### config.mk
export PLATFORM = sky130hd
export DESIGN_NAME = cam_msg_ctrl
export DESIGN_NICKNAME = d
export VERILOG_FILES = /design/src/rtl/cam_ctrl_pkg.sv /design/src/rtl/msg_desc_fifo.sv /design/src/rtl/cam_msg_ctrl.sv
export SDC_FILE = /design/constraint.sdc
export NUM_CORES = 1
export LEC_CHECK = 0
export ABC_AREA = 1
export CAP_MARGIN = 20
export CORE_MARGIN = 3
export CORE_UTILIZATION = 45
export CTS_BUF_LIST = sky130_fd_sc_hd__clkbuf_2
export DETAILED_ROUTE_END_ITERATION = 10
export HOLD_SLACK_MARGIN = 0.12
export PLACE_DENSITY = 0.69
export SKIP_CTS_REPAIR_TIMING = 1
export SYNTH_ARGS = -nofsm -noshare
export SYNTH_HDL_FRONTEND = slang
export SYNTH_SLANG_ARGS = --single-unit
### constraint.sdc
create_clock -name clk -period 3.7 [get_ports clk]
set_input_delay 0.74 -clock clk [delete_from_list [all_inputs] [get_ports clk]]
set_output_delay 0.74 -clock clk [all_outputs]
set_load 0.02 [all_outputs]
### src/rtl/cam_ctrl_pkg.sv
// Shared types and width helpers for the tag-CAM write-side controller.
package cam_ctrl_pkg;

    // Framing state of the write side: between messages or inside one.
    typedef enum logic [0:0] {
        IDLE   = 1'b0,
        IN_MSG = 1'b1
    } state_t;

    // Pointer width for a power-of-two ring of the given depth.
    function automatic int ptr_w(input int depth);
        return (depth > 1) ? $clog2(depth) : 1;
    endfunction

    // Occupancy counter width: must be able to hold the value depth itself.
    function automatic int cnt_w(input int depth);
        return $clog2(depth) + 1;
    endfunction

endpackage

### src/rtl/msg_desc_fifo.sv
// Small synchronous FIFO of message descriptors. The head entry is read from
// flopped storage, so it is stable for the whole cycle after a push or pop.
// A push on a full FIFO is taken only when a pop happens in the same cycle.
module msg_desc_fifo
    import cam_ctrl_pkg::*;
#(
    parameter int WIDTH = 16,
    parameter int DEPTH = 4
) (
    input  logic             clk,
    input  logic             rst_n,
    input  logic             push_i,
    input  logic [WIDTH-1:0] din_i,
    input  logic             pop_i,
    output logic [WIDTH-1:0] head_o,
    output logic             desc_full,
    output logic             desc_empty
);

    localparam int PW = ptr_w(DEPTH);
    localparam int CW = cnt_w(DEPTH);
    localparam logic [CW-1:0] FULL_CNT = CW'(DEPTH);
    localparam logic [CW-1:0] CNT_ONE  = CW'(1);
    localparam logic [PW-1:0] PTR_ONE  = PW'(1);

    logic [WIDTH-1:0] mem_q [DEPTH];
    logic [WIDTH-1:0] mem_d [DEPTH];
    logic [PW-1:0]    rd_ptr_q, rd_ptr_d;
    logic [PW-1:0]    wr_ptr_q, wr_ptr_d;
    logic [CW-1:0]    count_q, count_d;
    logic             do_push, do_pop;

    assign desc_full  = (count_q == FULL_CNT);
    assign desc_empty = (count_q == '0);
    assign head_o     = mem_q[rd_ptr_q];
    assign do_pop     = pop_i && !desc_empty;
    assign do_push    = push_i && (!desc_full || do_pop);

    // Next-state for storage, pointers and occupancy.
    always_comb begin
        mem_d    = mem_q;
        rd_ptr_d = rd_ptr_q;
        wr_ptr_d = wr_ptr_q;
        count_d  = count_q;
        if (do_push) begin
            mem_d[wr_ptr_q] = din_i;
            wr_ptr_d        = wr_ptr_q + PTR_ONE;
        end
        if (do_pop) begin
            rd_ptr_d = rd_ptr_q + PTR_ONE;
        end
        if (do_push && !do_pop) begin
            count_d = count_q + CNT_ONE;
        end else if (do_pop && !do_push) begin
            count_d = count_q - CNT_ONE;
        end
    end

    // State register; reset clears storage so the head reads as zero.
    always_ff @(posedge clk or negedge rst_n) begin
        if (!rst_n) begin
            for (int i = 0; i < DEPTH; i++) begin
                mem_q[i] <= '0;
            end
            rd_ptr_q <= '0;
            wr_ptr_q <= '0;
            count_q  <= '0;
        end else begin
            mem_q    <= mem_d;
            rd_ptr_q <= rd_ptr_d;
            wr_ptr_q <= wr_ptr_d;
            count_q  <= count_d;
        end
    end

endmodule

### src/rtl/cam_msg_ctrl.sv
// Write-side controller for the FIX tag CAM. Treats the CAM as a ring,
// frames incoming words into messages and queues (start, end, length)
// descriptors; space comes back when the consumer pops a descriptor.
//
// Handshakes: a word moves when wr_en_i && wr_ready_o on a rising edge; a
// descriptor moves when msg_valid_o && msg_ready_i on a rising edge. Neither
// valid depends on its ready, and wr_ready_o is formed from flops only.
module cam_msg_ctrl
    import cam_ctrl_pkg::*;
#(
    parameter int DATA_WIDTH = 32,
    parameter int ADDR_WIDTH = 5,
    parameter int MSG_DEPTH  = 4
) (
    input  logic                  clk,
    input  logic                  rst,
    input  logic                  wr_en_i,
    input  logic [DATA_WIDTH-1:0] data_i,
    input  logic                  start_message_i,
    input  logic                  end_message_i,
    output logic                  wr_ready_o,
    output logic                  cam_wr_o,
    output logic [ADDR_WIDTH-1:0] cam_wr_addr_o,
    output logic [DATA_WIDTH-1:0] cam_wr_data_o,
    output logic                  msg_valid_o,
    input  logic                  msg_ready_i,
    output logic [ADDR_WIDTH-1:0] msg_start_addr_o,
    output logic [ADDR_WIDTH-1:0] msg_end_addr_o,
    output logic [ADDR_WIDTH:0]   msg_len_o,
    output logic [ADDR_WIDTH:0]   level_o,
    output logic                  full_o,
    output logic                  empty_o,
    output logic                  err_o,
    output state_t                dbg_state_o
);

    localparam int CAM_DEPTH = 1 << ADDR_WIDTH;
    localparam logic [ADDR_WIDTH:0]   LVL_FULL = (ADDR_WIDTH + 1)'(CAM_DEPTH);
    localparam logic [ADDR_WIDTH:0]   LEN_ONE  = (ADDR_WIDTH + 1)'(1);
    localparam logic [ADDR_WIDTH:0]   LEN_ZERO = '0;
    localparam logic [ADDR_WIDTH-1:0] PTR_ONE  = ADDR_WIDTH'(1);

    // Width follows ADDR_WIDTH, so the descriptor lives here, not in the package.
    typedef struct packed {
        logic [ADDR_WIDTH-1:0] start_addr;
        logic [ADDR_WIDTH-1:0] end_addr;
        logic [ADDR_WIDTH:0]   len;
    } desc_t;

    state_t                state_q, state_d;
    logic [ADDR_WIDTH-1:0] wr_ptr_q, wr_ptr_d;
    logic [ADDR_WIDTH-1:0] msg_base_q, msg_base_d;
    logic [ADDR_WIDTH:0]   partial_q, partial_d;
    logic [ADDR_WIDTH:0]   level_q, level_d;
    logic                  cam_wr_q, cam_wr_d;
    logic [ADDR_WIDTH-1:0] cam_wr_addr_q, cam_wr_addr_d;
    logic [DATA_WIDTH-1:0] cam_wr_data_q, cam_wr_data_d;
    logic                  err_q, err_d;

    logic                  accept, pop, push, rewind, write_en;
    logic [ADDR_WIDTH-1:0] write_addr;
    desc_t                 push_desc, head_desc;
    logic                  desc_full, desc_empty;

    msg_desc_fifo #(
        .WIDTH ($bits(desc_t)),
        .DEPTH (MSG_DEPTH)
    ) u_desc_fifo (
        .clk        (clk),
        .rst_n      (rst),
        .push_i     (push),
        .din_i      (push_desc),
        .pop_i      (pop),
        .head_o     (head_desc),
        .desc_full  (desc_full),
        .desc_empty (desc_empty)
    );

    assign wr_ready_o       = (level_q != LVL_FULL) && !desc_full;
    assign accept           = wr_en_i && wr_ready_o;
    assign msg_valid_o      = !desc_empty;
    assign pop              = msg_valid_o && msg_ready_i;
    assign msg_start_addr_o = head_desc.start_addr;
    assign msg_end_addr_o   = head_desc.end_addr;
    assign msg_len_o        = head_desc.len;
    assign level_o          = level_q;
    assign full_o           = (level_q == LVL_FULL);
    assign empty_o          = (level_q == '0);
    assign cam_wr_o         = cam_wr_q;
    assign cam_wr_addr_o    = cam_wr_addr_q;
    assign cam_wr_data_o    = cam_wr_data_q;
    assign err_o            = err_q;
    assign dbg_state_o      = state_q;

    // Framing FSM, CAM write port and occupancy accounting.
    always_comb begin
        state_d       = state_q;
        wr_ptr_d      = wr_ptr_q;
        msg_base_d    = msg_base_q;
        partial_d     = partial_q;
        cam_wr_d      = 1'b0;
        cam_wr_addr_d = cam_wr_addr_q;
        cam_wr_data_d = cam_wr_data_q;
        err_d         = 1'b0;
        push          = 1'b0;
        push_desc     = '0;
        rewind        = 1'b0;
        write_en      = 1'b0;
        write_addr    = wr_ptr_q;

        case (state_q)
            IDLE: begin
                if (accept) begin
                    if (start_message_i) begin
                        write_en   = 1'b1;
                        msg_base_d = wr_ptr_q;
                        if (end_message_i) begin
                            push      = 1'b1;
                            push_desc = '{start_addr: wr_ptr_q, end_addr: wr_ptr_q, len: LEN_ONE};
                        end else begin
                            partial_d = LEN_ONE;
                            state_d   = IN_MSG;
                        end
                    end else begin
                        // Stray word outside a message is dropped.
                        err_d = 1'b1;
                    end
                end
            end
            IN_MSG: begin
                if (accept) begin
                    write_en = 1'b1;
                    if (start_message_i) begin
                        // Abandon the partial message and restart at its base.
                        err_d      = 1'b1;
                        rewind     = 1'b1;
                        write_addr = msg_base_q;
                        if (end_message_i) begin
                            push      = 1'b1;
                            push_desc = '{start_addr: msg_base_q, end_addr: msg_base_q, len: LEN_ONE};
                            partial_d = LEN_ZERO;
                            state_d   = IDLE;
                        end else begin
                            partial_d = LEN_ONE;
                        end
                    end else if (end_message_i) begin
                        push      = 1'b1;
                        push_desc = '{start_addr: msg_base_q, end_addr: wr_ptr_q,
                                      len: partial_q + LEN_ONE};
                        partial_d = LEN_ZERO;
                        state_d   = IDLE;
                    end else begin
                        partial_d = partial_q + LEN_ONE;
                    end
                end
            end
            default: begin
                state_d = IDLE;
            end
        endcase

        if (write_en) begin
            cam_wr_d      = 1'b1;
            cam_wr_addr_d = write_addr;
            cam_wr_data_d = data_i;
            wr_ptr_d      = write_addr + PTR_ONE;
        end

        // Partial words count toward level; a restart frees them, a pop frees
        // the committed words of the head message.
        level_d = level_q
                + (write_en ? LEN_ONE : LEN_ZERO)
                - (rewind ? partial_q : LEN_ZERO)
                - (pop ? head_desc.len : LEN_ZERO);
    end

    // State and output registers, cleared asynchronously by reset.
    always_ff @(posedge clk or negedge rst) begin
        if (!rst) begin
            state_q       <= IDLE;
            wr_ptr_q      <= '0;
            msg_base_q    <= '0;
            partial_q     <= '0;
            level_q       <= '0;
            cam_wr_q      <= 1'b0;
            cam_wr_addr_q <= '0;
            cam_wr_data_q <= '0;
            err_q         <= 1'b0;
        end else begin
            state_q       <= state_d;
            wr_ptr_q      <= wr_ptr_d;
            msg_base_q    <= msg_base_d;
            partial_q     <= partial_d;
            level_q       <= level_d;
            cam_wr_q      <= cam_wr_d;
            cam_wr_addr_q <= cam_wr_addr_d;
            cam_wr_data_q <= cam_wr_data_d;
            err_q         <= err_d;
        end
    end

endmodule

### After elaboration in Yosys (flattened, before gate mapping)

Cells that the tools add are included.

* order comparisons: 3
* multipliers: 0
* add/subtract/negate cells: 9
* divide/modulo/power cells: 0
* reduce and logical (&&, ||, !) cells: 18
* eq/ne operators: 7
* shift operators: 0
* bitwise operators: 3
* mux-type cells: 49

Operators by type and width (number)
* 2-to-1 mux 16 bit: 10
* bitwise mux 64 bit: 1
* 2-to-1 mux 6 bit: 8
* binary-select mux 16 bit (select 2 bit): 1
* demux 16 bit (select 2 bit): 1
* case mux 16 bit (2 select lines): 1
* 2-to-1 mux 1 bit: 17
* 2-to-1 mux 5 bit: 3
* case mux 6 bit (2 select lines): 1
* subtractor 6 bit: 2
* logical AND 1 bit: 8
* case mux 1 bit (2 select lines): 4
* adder 6 x 1 -> 6 bit: 1
* adder 6 x 1 -> 6 bit, second input constant: 1
* == test 6 bit, second input constant: 1
* greater-or-equal comparator 3 bit, second input constant: 2
* zero test 6 bit: 1
* 2-to-1 mux 3 bit: 2
* != test 2 bit, second input constant: 3
* != test 6 bit, second input constant: 1
* inverter 2 -> 3 bit: 2
* adder 5 x 1 -> 5 bit, second input constant: 1
* adder 2 x 1 -> 2 bit, second input constant: 2
* zero test 1 bit: 4
* other kinds (11): 11

* bits in registers: 133
* bits in writable memories: 0
* bits in read-only memories: 0
* word-level logic and storage cells: 105
* memories kept: 0
* bits in latches: 0

### Depth between registers and ports, before layout

* depth after elaboration: 11
* depth in mapped cells: 21
* mapped depth without buffers: 21

### Modules after synthesis

A second synthesis with hierarchy kept.

* cells, all modules: 827
* area, all modules: 6792.8 sq um

Modules (own cells, without submodules)
* msg_desc_fifo: instances 1, cells each 425, area each 3529.6 sq um, seq. area each 1776.7 sq um
* cam_msg_ctrl: instances 1, cells each 402, area each 3263.1 sq um, seq. area each 1551.5 sq um

### Worst setup path after synthesis

OpenSTA, ideal clock, no wires.

* path type: reg2reg
* from: register u_desc_fifo.rd_ptr_q[0]
* to: register level_q[5], in the netlist level_o[5]
* setup slack: 0.274 ns
* path buffers: 2
* clock period less this slack: 3.426 ns
* library setup time: 0.113 ns
* cell stages (with the launch flop): 19
* arrival time: 3.313 ns
* cell sequence: dfrtp_1 > buf_2 > clkinv_1 > clkbuf_1 > o21ai_0 > a21oi_1 > ha_1 > inv_1 > fa_1 > ha_1 > inv_1 > fa_1 > o21ai_0 > xor2_1 > nand3_1 > nand2_1 > o21ai_0 > nand2_1 > inv_1

* longest elaborated chain between the ends: 6

RTL lines
* from (decl): line msg_desc_fifo.sv:28 `logic [PW-1:0] rd_ptr_q, rd_ptr_d;`
* from (signal assigned): line msg_desc_fifo.sv:70 `rd_ptr_q <= rd_ptr_d;`
* inverter 2 -> 3 bit (implied by the code): line msg_desc_fifo.sv:35 `assign head_o = mem_q[rd_ptr_q];`
* binary-select mux 16 bit (select 2 bit): line msg_desc_fifo.sv:35
* 2-to-1 mux 16 bit (implied by the code) (2 in a row): line msg_desc_fifo.sv:35
* 2-to-1 mux 6 bit: line cam_msg_ctrl.sv:174 `- (pop ? head_desc.len : LEN_ZERO);`
* subtractor 6 bit: line cam_msg_ctrl.sv:174
* via level_d[5]: line cam_msg_ctrl.sv:54 `logic [ADDR_WIDTH:0] level_q, level_d;`
* to (signal assigned): line cam_msg_ctrl.sv:194 `level_q <= level_d;`
* to (decl): line cam_msg_ctrl.sv:54

The timed path passes the listed nets, and every way through them passes these cells. The select of a mux whose other input is x is not followed.
A chain may end at the register's enable or synchronous reset.

### Worst setup path after layout

Same ends and word-level chain as after synthesis.

==> results.ini <==
[status]
status = completed

[min_path]
holdCritPathClass = reg -> reg
whs_path_depth = 2
hold_path_startpoint = cam_wr_data_o[18]

[die]
coreArea_um2 = 14000
pin_count = 104
die_h_um = 126
rows = 43
die_area_um2 = 15900
die_w_um = 126
start_util_pct = 46.5

[detailed_routing]
wl_per_cell_um = 14.3
num_vias = 5552
drc_errors = 0
dr.first_iter.drc_count = 285
finalWirelength_um = 16100
vias_per_cell = 4.93
first_pass_iters = 8
ant_nets = 0

[sta]
period_share_pct = 92.5
hold_ws_ns = 0.500
maxSlewViolCount = 0
maxSlewHeadroom_pct = 58.2
setup_ws_ns = 0.278
hold_viol_final = 0
rsz0062_at_grt = no
fin_tns_setup_ns = 0
fin_crit_ns = 3.42
setup_violations = 0
clock.fmax_ghz = 0.292
fin_skew_ns = 0.0229
worst_pin_slew_ns = 0.622

[place]
gp_congestion = 0.828
dp_cells = 1088
numPortBuffers = 103
place_area_um2 = 7860
dp_hpwl_um = 11100
dp_slack_ns = -0.372

[clocking]
root_buffer = clkbuf_2
htreeDepth = 4
cts_buffers = 17
clockBufferDepth = 2
clk_latency_ns = 0.69
cts.sinks = 133
cts.reportedPaths.clkPinSlew_ns = 0.17
tritoncts = done

[pwr]
pwr-share-seq_pct = 34.1
ir_worst_vdd_v = 0.000440
swShare_pct = 44.1
p_int_mw = 3.84
p_per_area_nw_per_um2 = 852
pwr-share-clk_pct = 10.0
p_comb_share_pct = 55.9
power.switching_mw = 3.03
p_leak_nw = 4.18
total_power_mw = 6.88

[layout]
fin_util_pct = 57.7
final_common_cell = nand2_1
design_area_um2 = 8070
layout.nets = 994
fillCellCount = 1304
syn2layout_area_growth_pct = 24.0
antenna_cells = 0
layout_common_cells = nand2_1 (356), dfrtp_1 (132), clkdlybuf4s50_1 (102)
layoutNonFillerInstCount = 1126
drive_above_1_share_pct = 9.09

[synth]
synth_xor_xnor_area_share_pct = 1.21
synth_fa_ha_area_share_pct = 5.23
yosys_warnings = 0
syn_inst = 804
synthMuxAreaShare_pct = 0
synth-main-ff-cell = dfrtp_1
seq_area_frac_synth_pct = 51.1
synth_area_um2 = 6510
synth-simple-area-share_pct = 28.8
synth_top_family_by_area = simple AND/OR/NAND/NOR gates
synth_seq_cells = 133
ys_async_sr_fraction_pct = 100
synth_nets = 865
synth_edf_count = 0
synth_compound_area_share_pct = 8.05
synth_cell_types = 33
avgSynthCellArea_um2 = 8.10

[global_route]
grt_max_degree = 64
grt_pass1_wl_um = 26700
first_global_vias = 5349
antenna_found_initial = 0
grt.total_usage_pct = 20.8
grt-ovfl-total = 0

[flow_run]
maxCapViolations = 0

[setup_path]
crit_arrival_ns = 4.03
start_kind = flip-flop
cp_max_fo = 8
worstRegToRegCells = 16
rr_startpoint = u_desc_fifo.rd_ptr_q[0]
end_kind = flip-flop
setup.worst_path.class = reg -> reg
critPathRequiredTime_ns = 4.30
cp-startpoint = u_desc_fifo.rd_ptr_q[0]

[metal layers]
layer  up-vias  wire [µm]  GRT usage, %
met1      2601       7620          28.8
met2       157       7250          31.7
met4         0        104          4.61
li1       2785          -             -
met5         -          0             0
met3         9       1090          7.34
[cells in the mapped netlist, types with 7 or more instances]
| cell | instances | area share (%) |
|---|---|---|
| o22ai_1 | 16 | 1.5 |
| nand3_1 | 19 | 1.5 |
| nand2_1 | 357 | 21 |
| nand4_1 | 7 | 0.67 |
| o21ai_0 | 63 | 4.8 |
| a21oi_1 | 12 | 0.92 |
| nor2_1 | 54 | 3.1 |
| fa_1 | 7 | 2.2 |
| dfrtp_1 | 133 | 51 |
| ha_1 | 16 | 3.1 |
| clkbuf_1 | 10 | 0.58 |
| inv_1 | 50 | 2.9 |
| buf_2 | 12 | 0.92 |
[state kept, by name (all words and copies together) (netlist names)]
name	cells
err_o	1
partial_q	6
u_desc_fifo.count_q	3
cam_wr_addr_o	5
dbg_state_o	1
u_desc_fifo.rd_ptr_q	2
u_desc_fifo.wr_ptr_q	2
wr_ptr_q	5
level_o	6
cam_wr_o	1
msg_base_q	5
u_desc_fifo.mem_q	64
cam_wr_data_o	32
[final timing paths]
check	to	slack, ns
max	level_o[5]	0.28
max reg2reg	level_o[5]	0.28
min in group asynchronous	u_desc_fifo.mem_q[20]	0.59
max in group asynchronous	cam_wr_data_o[17]	2.35
min reg2reg	cam_wr_data_o[18]	0.50
min	cam_wr_data_o[18]	0.50
[power groups by stage]
stage / sequential, mW / clock (mW) / combinational [mW]
5_1_grt: 2.41 / 0.784 / 4.29
6_report: 2.34 / 0.688 / 3.84
2_1_floorplan: 2.62 / 0 / 2.01
3_5_place_dp: 2.36 / 0 / 3.85
3_3_place_gp: 2.35 / 0 / 3.80
4_1_cts: 2.34 / 0.711 / 3.87
[layout make-up]
cell class | count | area (µm²) | area share (%)
inverters | 57 | 214 | 2.65
well taps | 180 | 225 | 2.79
flip-flops and latches | 133 | 3330 | 41.3
clock inverters | 8 | 35.0 | 0.434
clock buffers | 24 | 120 | 1.49
multi-input cells | 585 | 2830 | 35.1
repair buffers | 139 | 1320 | 16.3
[worst max-delay path, cell delays in order (launching register included)]
cell and delay [ns]:
dfrtp_1 0.39, clkinv_1 0.19, o21ai_0 0.35, a21oi_1 0.14
ha_1 0.30, inv_1 0.05, fa_1 0.51, ha_1 0.17
inv_1 0.06, fa_1 0.38, o21ai_0 0.22, xor2_1 0.22
nand3_1 0.13, nand2_1 0.08, o21ai_0 0.07, nand2_1 0.06
inv_1 0.04
[cells by family (layout without fill, tap and decap cells)]
group,count (synthesis),after routing
flops,133,133
fa+ha+maj,23,23
simple gates,455,455
compound gates,98,98
buf+inv,86,228
xor+xnor,9,9
Note: power is estimated with default switching activity, not from simulation.
